==> config.mk <==
export PLATFORM = sky130hd
export DESIGN_NAME = binary_counter_flat
export DESIGN_NICKNAME = d
export VERILOG_FILES = /design/src/rtl/binary_counter_pkg.sv /design/src/rtl/binary_counter_if.sv /design/src/rtl/binary_counter_bin2gray.sv /design/src/rtl/binary_counter.sv /design/src/flat_wrapper.sv
export SDC_FILE = /design/constraint.sdc
export NUM_CORES = 1
export LEC_CHECK = 0
export ABC_AREA = 1
export ABC_CLOCK_PERIOD_IN_PS = 1100
export BUFFER_PORTS_ARGS = -buffer_cell sky130_fd_sc_hd__buf_2
export CORE_AREA = 8 8 45 47
export CTS_CLUSTER_DIAMETER = 150
export DETAILED_ROUTE_END_ITERATION = 7
export DIE_AREA = 0 0 53 55
export HOLD_SLACK_MARGIN = 0.03
export PLACE_DENSITY = 0.32
export SLEW_MARGIN = 20
export SYNTH_ARGS = -nofsm -noshare
export SYNTH_HDL_FRONTEND = slang
export SYNTH_SLANG_ARGS = --single-unit
==> constraint.sdc <==
create_clock -name clk -period 1.1 [get_ports clk]
set_clock_uncertainty 0.2 [all_clocks]
set_input_delay 0 -clock clk [delete_from_list [all_inputs] [get_ports clk]]
set_output_delay 0 -clock clk [all_outputs]
set_load 0.05 [all_outputs]
==> src/rtl/binary_counter_pkg.sv <==
// ---------------------------------------------------------------------------
// counter_pkg
//   Shared definitions for the counter family.
//   - DEFAULT_WIDTH : default counter width (4 bits)
//   - bin2gray()    : binary to reflected-Gray conversion, usable by any
//                     counter up to 32 bits wide (callers cast to their width)
// No ports: package only.
// ---------------------------------------------------------------------------
package counter_pkg;

  localparam int DEFAULT_WIDTH = 4;

  // Each Gray bit is the XOR of a binary bit and its upper neighbour, so
  // adjacent values differ in exactly one bit. The argument is a fixed
  // 32-bit vector so a single function serves every counter width; narrower
  // callers zero-extend on the way in and truncate on the way out.
  function automatic logic [31:0] bin2gray(input logic [31:0] bin);
    return bin ^ (bin >> 1);
  endfunction

endpackage

==> src/rtl/binary_counter_if.sv <==
// ---------------------------------------------------------------------------
// binary_counter_if
//   Output bundle of binary_counter.
//   Parameters:
//     WIDTH      counter width in bits
//   Signals:
//     count      current counter value (registered)
//     tc         terminal count, high while count == MAX_VALUE
//     wrap       one-cycle pulse in the cycle after MAX_VALUE -> 0
//     count_gray Gray-coded count (only when BINARY_COUNTER_GRAY_EN is
//                defined)
//   Modports:
//     master     the counter, drives every signal
//     slave      any consumer, reads every signal
// ---------------------------------------------------------------------------
interface binary_counter_if
  import counter_pkg::*;
#(
  parameter int WIDTH = DEFAULT_WIDTH
);

  logic [WIDTH-1:0] count;
  logic             tc;
  logic             wrap;

`ifdef BINARY_COUNTER_GRAY_EN
  logic [WIDTH-1:0] count_gray;

  modport master (output count, output tc, output wrap, output count_gray);
  modport slave  (input  count, input  tc, input  wrap, input  count_gray);
`else
  modport master (output count, output tc, output wrap);
  modport slave  (input  count, input  tc, input  wrap);
`endif

endinterface

==> src/rtl/binary_counter_bin2gray.sv <==
// ---------------------------------------------------------------------------
// counter_bin2gray
//   Purely combinational binary to Gray converter built on
//   counter_pkg::bin2gray.
//   Parameters:
//     WIDTH  vector width in bits (1..32)
//   Ports:
//     bin    in   WIDTH  binary value
//     gray   out  WIDTH  bin ^ (bin >> 1)
// ---------------------------------------------------------------------------
module counter_bin2gray
  import counter_pkg::*;
#(
  parameter int WIDTH = DEFAULT_WIDTH
) (
  input  logic [WIDTH-1:0] bin,
  output logic [WIDTH-1:0] gray
);

  // Widen into the package function's 32-bit domain and back; the upper
  // result bits are zero because the input was zero-extended.
  assign gray = WIDTH'(bin2gray(32'(bin)));

endmodule

==> src/rtl/binary_counter.sv <==
// ---------------------------------------------------------------------------
// binary_counter
//   Free-running synchronous binary up-counter. Counts 0..MAX_VALUE and then
//   wraps back to 0, one step per rising clock edge. No enable or load.
//
//   Parameters:
//     WIDTH      counter width in bits (>= 1)
//     MAX_VALUE  terminal count, 0 < MAX_VALUE <= 2**WIDTH-1
//   Ports:
//     clk        in      single clock, all state changes on the rising edge
//     rst        in      synchronous active-high reset
//     bus        master  count / tc / wrap (/ count_gray) outputs
//
//   Build option:
//     BINARY_COUNTER_GRAY_EN  adds a registered Gray-coded copy of count
//                             (bus.count_gray), aligned with count.
//
//   Outputs are X until rst has been sampled high once; there is no
//   power-on value.
// ---------------------------------------------------------------------------
module binary_counter
  import counter_pkg::*;
#(
  parameter int WIDTH     = DEFAULT_WIDTH,
  parameter int MAX_VALUE = (1 << WIDTH) - 1
) (
  input  logic              clk,
  input  logic              rst,
  binary_counter_if.master  bus
);

  localparam logic [WIDTH-1:0] MAX_COUNT = WIDTH'(MAX_VALUE);

  logic [WIDTH-1:0] count_q;
  logic [WIDTH-1:0] count_next;
  logic             at_max;
  logic             wrap_q;

  // Terminal-count detect. Shared by the next-state mux, the wrap register
  // and the tc output so all three agree on when the counter is at the top.
  assign at_max = (count_q == MAX_COUNT);

  // Next-state mux. Wrapping on the compare rather than on natural overflow
  // lets MAX_VALUE be any value, not just 2**WIDTH-1.
  always_comb begin
    count_next = count_q + 1'b1;
    if (at_max) begin
      count_next = '0;
    end
  end

  // Count and wrap registers. wrap records that this edge took the counter
  // from MAX_VALUE to 0; a reset never counts as a wrap, even from
  // MAX_VALUE, because reset has priority.
  always_ff @(posedge clk) begin
    if (rst) begin
      count_q <= '0;
      wrap_q  <= 1'b0;
    end else begin
      count_q <= count_next;
      wrap_q  <= at_max;
    end
  end

  assign bus.count = count_q;
  assign bus.tc    = at_max;
  assign bus.wrap  = wrap_q;

`ifdef BINARY_COUNTER_GRAY_EN
  logic [WIDTH-1:0] gray_next;
  logic [WIDTH-1:0] gray_q;

  // Convert the next count rather than the current one so the registered
  // Gray value lands in the same cycle as the binary value it encodes.
  counter_bin2gray #(
    .WIDTH (WIDTH)
  ) u_bin2gray (
    .bin  (count_next),
    .gray (gray_next)
  );

  // Gray register. Reset to 0, which is the Gray code of the reset count.
  always_ff @(posedge clk) begin
    if (rst) begin
      gray_q <= '0;
    end else begin
      gray_q <= gray_next;
    end
  end

  assign bus.count_gray = gray_q;
`endif

endmodule

==> src/flat_wrapper.sv <==
// flat-port wrapper written by rule: the top's interface ports become plain ports
module binary_counter_flat import counter_pkg::*;
#(
  parameter int WIDTH     = DEFAULT_WIDTH,
  parameter int MAX_VALUE = (1 << WIDTH) - 1
)
  (clk, rst, bus_count, bus_tc, bus_wrap);
  binary_counter_if #(.WIDTH(WIDTH)) bus_i ();
  input  logic clk;
  input  logic rst;
  output wire logic [$bits(bus_i.count)-1:0] bus_count;
  output wire logic [$bits(bus_i.tc)-1:0] bus_tc;
  output wire logic [$bits(bus_i.wrap)-1:0] bus_wrap;
  assign bus_count = bus_i.count;
  assign bus_tc = bus_i.tc;
  assign bus_wrap = bus_i.wrap;
  binary_counter #(.WIDTH(WIDTH), .MAX_VALUE(MAX_VALUE)) u_core (.clk(clk), .rst(rst), .bus(bus_i));
endmodule
Word level (Yosys, flattened, before mapping):

Index checks and enable logic that the tools add are counted.

* add/sub/neg operators: 1
* equality and inequality tests: 1
* reductions and logical operators: 1

Operators with widths (count)
* $add 4x1->4 const B: 1
* $eq 4x4->1 const B: 1
* $reduce_or 2->1: 1

* flip-flop bits (word level): 5
* input port bits: 2
* output and inout port bits: 6
* logic and storage cells: 5

Longest topological paths before layout:

* depth in word-level cells: 2
* mapped depth: 4
* depth with buffers taken out: 4

Worst setup path before layout:

Ideal clock, no wire load.

* path kind: register to output
* from: register u_core.count_q[0] (netlist: u_core.bus.count[0])
* to: output port bus_tc
* arrival time: 1394 ps
* data required time: 900 ps
* slack: -494 ps
* cell stages (with the launch flop): 4
* path buffers: 0
* cells stage by stage: dfxtp_1 ha_1 nand3_2 inv_1

* longest elaborated chain between the ends: 1

RTL lines
* from (decl): line binary_counter.sv:34 `logic [WIDTH-1:0] count_q;`
* from (signal assigned): line binary_counter.sv:60 `count_q <= count_next;`
* $eq 4x4->1: line binary_counter.sv:41 `assign at_max = (count_q == MAX_COUNT);`
* to (decl): line flat_wrapper.sv:12 `output wire logic [$bits(bus_i.tc)-1:0] bus_tc;`

No other way between the ends.

Final worst setup path:

* from: register u_core.count_q[1] (netlist: u_core.bus.count[1])
* to: output port bus_tc

Same word-level chain as after synthesis.

==> impl_metrics.ini <==
[power_and_ir_drop]
power.switching_mw = 0.154
pwr-share-comb_pct = 20.0
ir_worst_vdd_v = 0.000612
p_leak_nw = 0.172
power_mw = 0.528
clkPwrFrac_pct = 41.5
p_int_mw = 0.375
p_seq_share_pct = 38.5
powerDensity_mw_per_mm2 = 1290
switching_share_pct = 29.1

[place]
dp_hpwl_um = 353
gp_congestion = 0.598
numPlacedInstances = 46
port_buffers = 7

[sta]
post-route-min-period_ps = 1260
worst_slack_ps = -163
tightest_slew_ps = 253
drv_slew = 0
hold_violations = 0
worst_hold_slack_ps = 292
relSlewSlack_pct = 83.3
fmax_ghz = 0.792
setup_viol = 8
min_period_over_period_pct = 115
rsz0062_at_grt = yes

[setup_path]
r2r_setup_slack_ps = -140
crit_required_ps = 900
crit_path_top_delay_cell = dfxtp_4
crit_path_max_fanout = 2
worst-endpoint-arrival_ps = 1060
cp-start-kind = flip-flop
endpoint_kind = primary output
max_stage_delay_ps = 340
critPathKind = flip-flop to primary output
crit_chain = ha_4 > nand3_4 > clkinvlp_4 > buf_8

[clock_network]
clk_pin_slew_ps = 50
cts-root-buf = clkbuf_4
htreeDepth = 1
cts.sinks = 5
cts_tree = done
cts_max_path_buffers = 2
clkLatencyLatePin_ps = 250
cts_buffers = 3

[routing]
wl_um = 564
route.detailed.drc = 0
num_vias = 199
drtPass1Iterations = 3
via_per_inst = 3.55
ant_nets = 0
wl_per_cell_um = 10.1
drt-initial-drc-count = 3

[logic_synthesis]
yosysUniqueCellTypes = 10
syn_area_per_cell_um2 = 8.82
netlist_instances = 21
synth_fp_nets = 24
yosys_warnings = 0
synth.cell_area_um2 = 185
seq_area_frac_synth_pct = 54.1
ys_ff_latch = 5

[final_layout]
nNetsFinal = 44
fillerInstances = 147
layout.cells.non_filler = 56
drive_gt1_share_pct = 70.0
regArea_um2 = 110
final_common_cell = buf_4
diodes = 0
syn_to_final_growth_pct = 122
multi_input_area_um2 = 109

[run_status]
status = finished, violations left
violations = setup timing

[floorplan]
num_rows = 14
die_w_um = 53
initial_utilization_pct = 13.4
core_area_mm2 = 0.00138
num_io_pins = 8
die-area_mm2 = 0.00292
die_y_um = 55

[hold_path]
hp-class = input port to flip-flop

[global_routing]
grt_antenna_before_repair = 0
grt_max_degree = 6
grt_pass1_wl_um = 821
grt_overflow = 0
grt_pass1_vias = 189
grt_usage_pct = 4.43

[job]
drv_cap = 0
[final cells by class]
class	count	area share, %
Timing Repair Buffer	15	30.8
Tap cell	16	4.88
Clock buffer	4	6.40
Inverter	4	4.57
Multi-Input combinational cell	12	26.5
Sequential cell	5	26.8
[metrics by stage]
stage	util [%]	cell area (um^2)	worst slack, ps	setup TNS, ps
after floorplan	-	221	-63.0	-210
after global placement	21.1	292	11.7	0
after detailed placement	21.1	292	10.4	0
after CTS	26.9	373	-177	-329
after global routing	29.7	410	-211	-1160
final	29.7	410	-163	-856
[synthesized netlist by cell type, drive strengths merged]
library cell,count,area share (%)
xnor2,1,4.7
a21oi,1,2.7
ha,1,6.8
nand2,2,4.1
dfxtp,5,54
inv,4,8.1
nand3,2,8.1
nor2,4,8.1
nand4,1,3.4
[path summary, 6_finish.rpt]
check,startpoint,endpoint,cells past startpoint
hold reg to reg,u_core.bus.count[3]$_SDFF_PP0_,u_core.bus.count[3]$_SDFF_PP0_,2
hold / removal,rst,u_core.bus.count[2]$_SDFF_PP0_,3
setup reg to reg,u_core.bus.count[1]$_SDFF_PP0_,u_core.bus.count[1]$_SDFF_PP0_,6
setup / recovery,u_core.bus.count[1]$_SDFF_PP0_,bus_tc,4
[routing by layer]
metal / global-route usage [%] / vias to the layer above / share of wire, %
met2: 4.88 / 7 / 48
met4: 3.88 / 0 / 2.5
met3: 5.35 / 2 / 13
met1: 4.11 / 87 / 36
li1: - / 103 / -
met5: 0 / - / 0
[worst max-delay path, delay by kind of cell, from the launching register on]
| kind | cells | cell delay, ps |
|---|---|---|
| buffers and inverters | 2 | 240 |
| flip-flops | 1 | 340 |
| AND/OR/NAND/NOR | 1 | 80 |
| adder cells (fa/ha/maj) | 1 | 160 |
[registers in the layout, indices dropped and copies added (netlist names)]
signal / flops
u_core.bus.count: 4
u_core.bus.wrap: 1
[cells by family after synthesis]
| kind of cell | count (synthesis) | share of synthesized area [%] |
|---|---|---|
| xor gates and xnor gates | 1 | 4.73 |
| and+or+nand+nor | 9 | 23.6 |
| buffers and inverters | 4 | 8.11 |
| adders and majority gates | 1 | 6.76 |
| AOI/OAI and AO/OA | 1 | 2.70 |
| DFF | 5 | 54.1 |
[power groups by stage]
stage | registers [mW] | logic (mW) | clock network, mW
after detailed placement | 0.207 | 0.0810 | 0
after floorplan | 0.242 | 0.0199 | 0
after CTS | 0.203 | 0.0972 | 0.233
after global placement | 0.206 | 0.0810 | 0
after global routing | 0.204 | 0.114 | 0.237
final | 0.203 | 0.106 | 0.219
[repair_timing]
action                                  CTS  global route
gates cloned                              0             0
endpoints found under the setup margin    5             6
hold buffers                              1             0
setup buffers                             2             3
pin swaps                                 2             3
hold endpoints to repair                  5             0
resized for setup                         9             4
(Power assumes the default switching activity.)
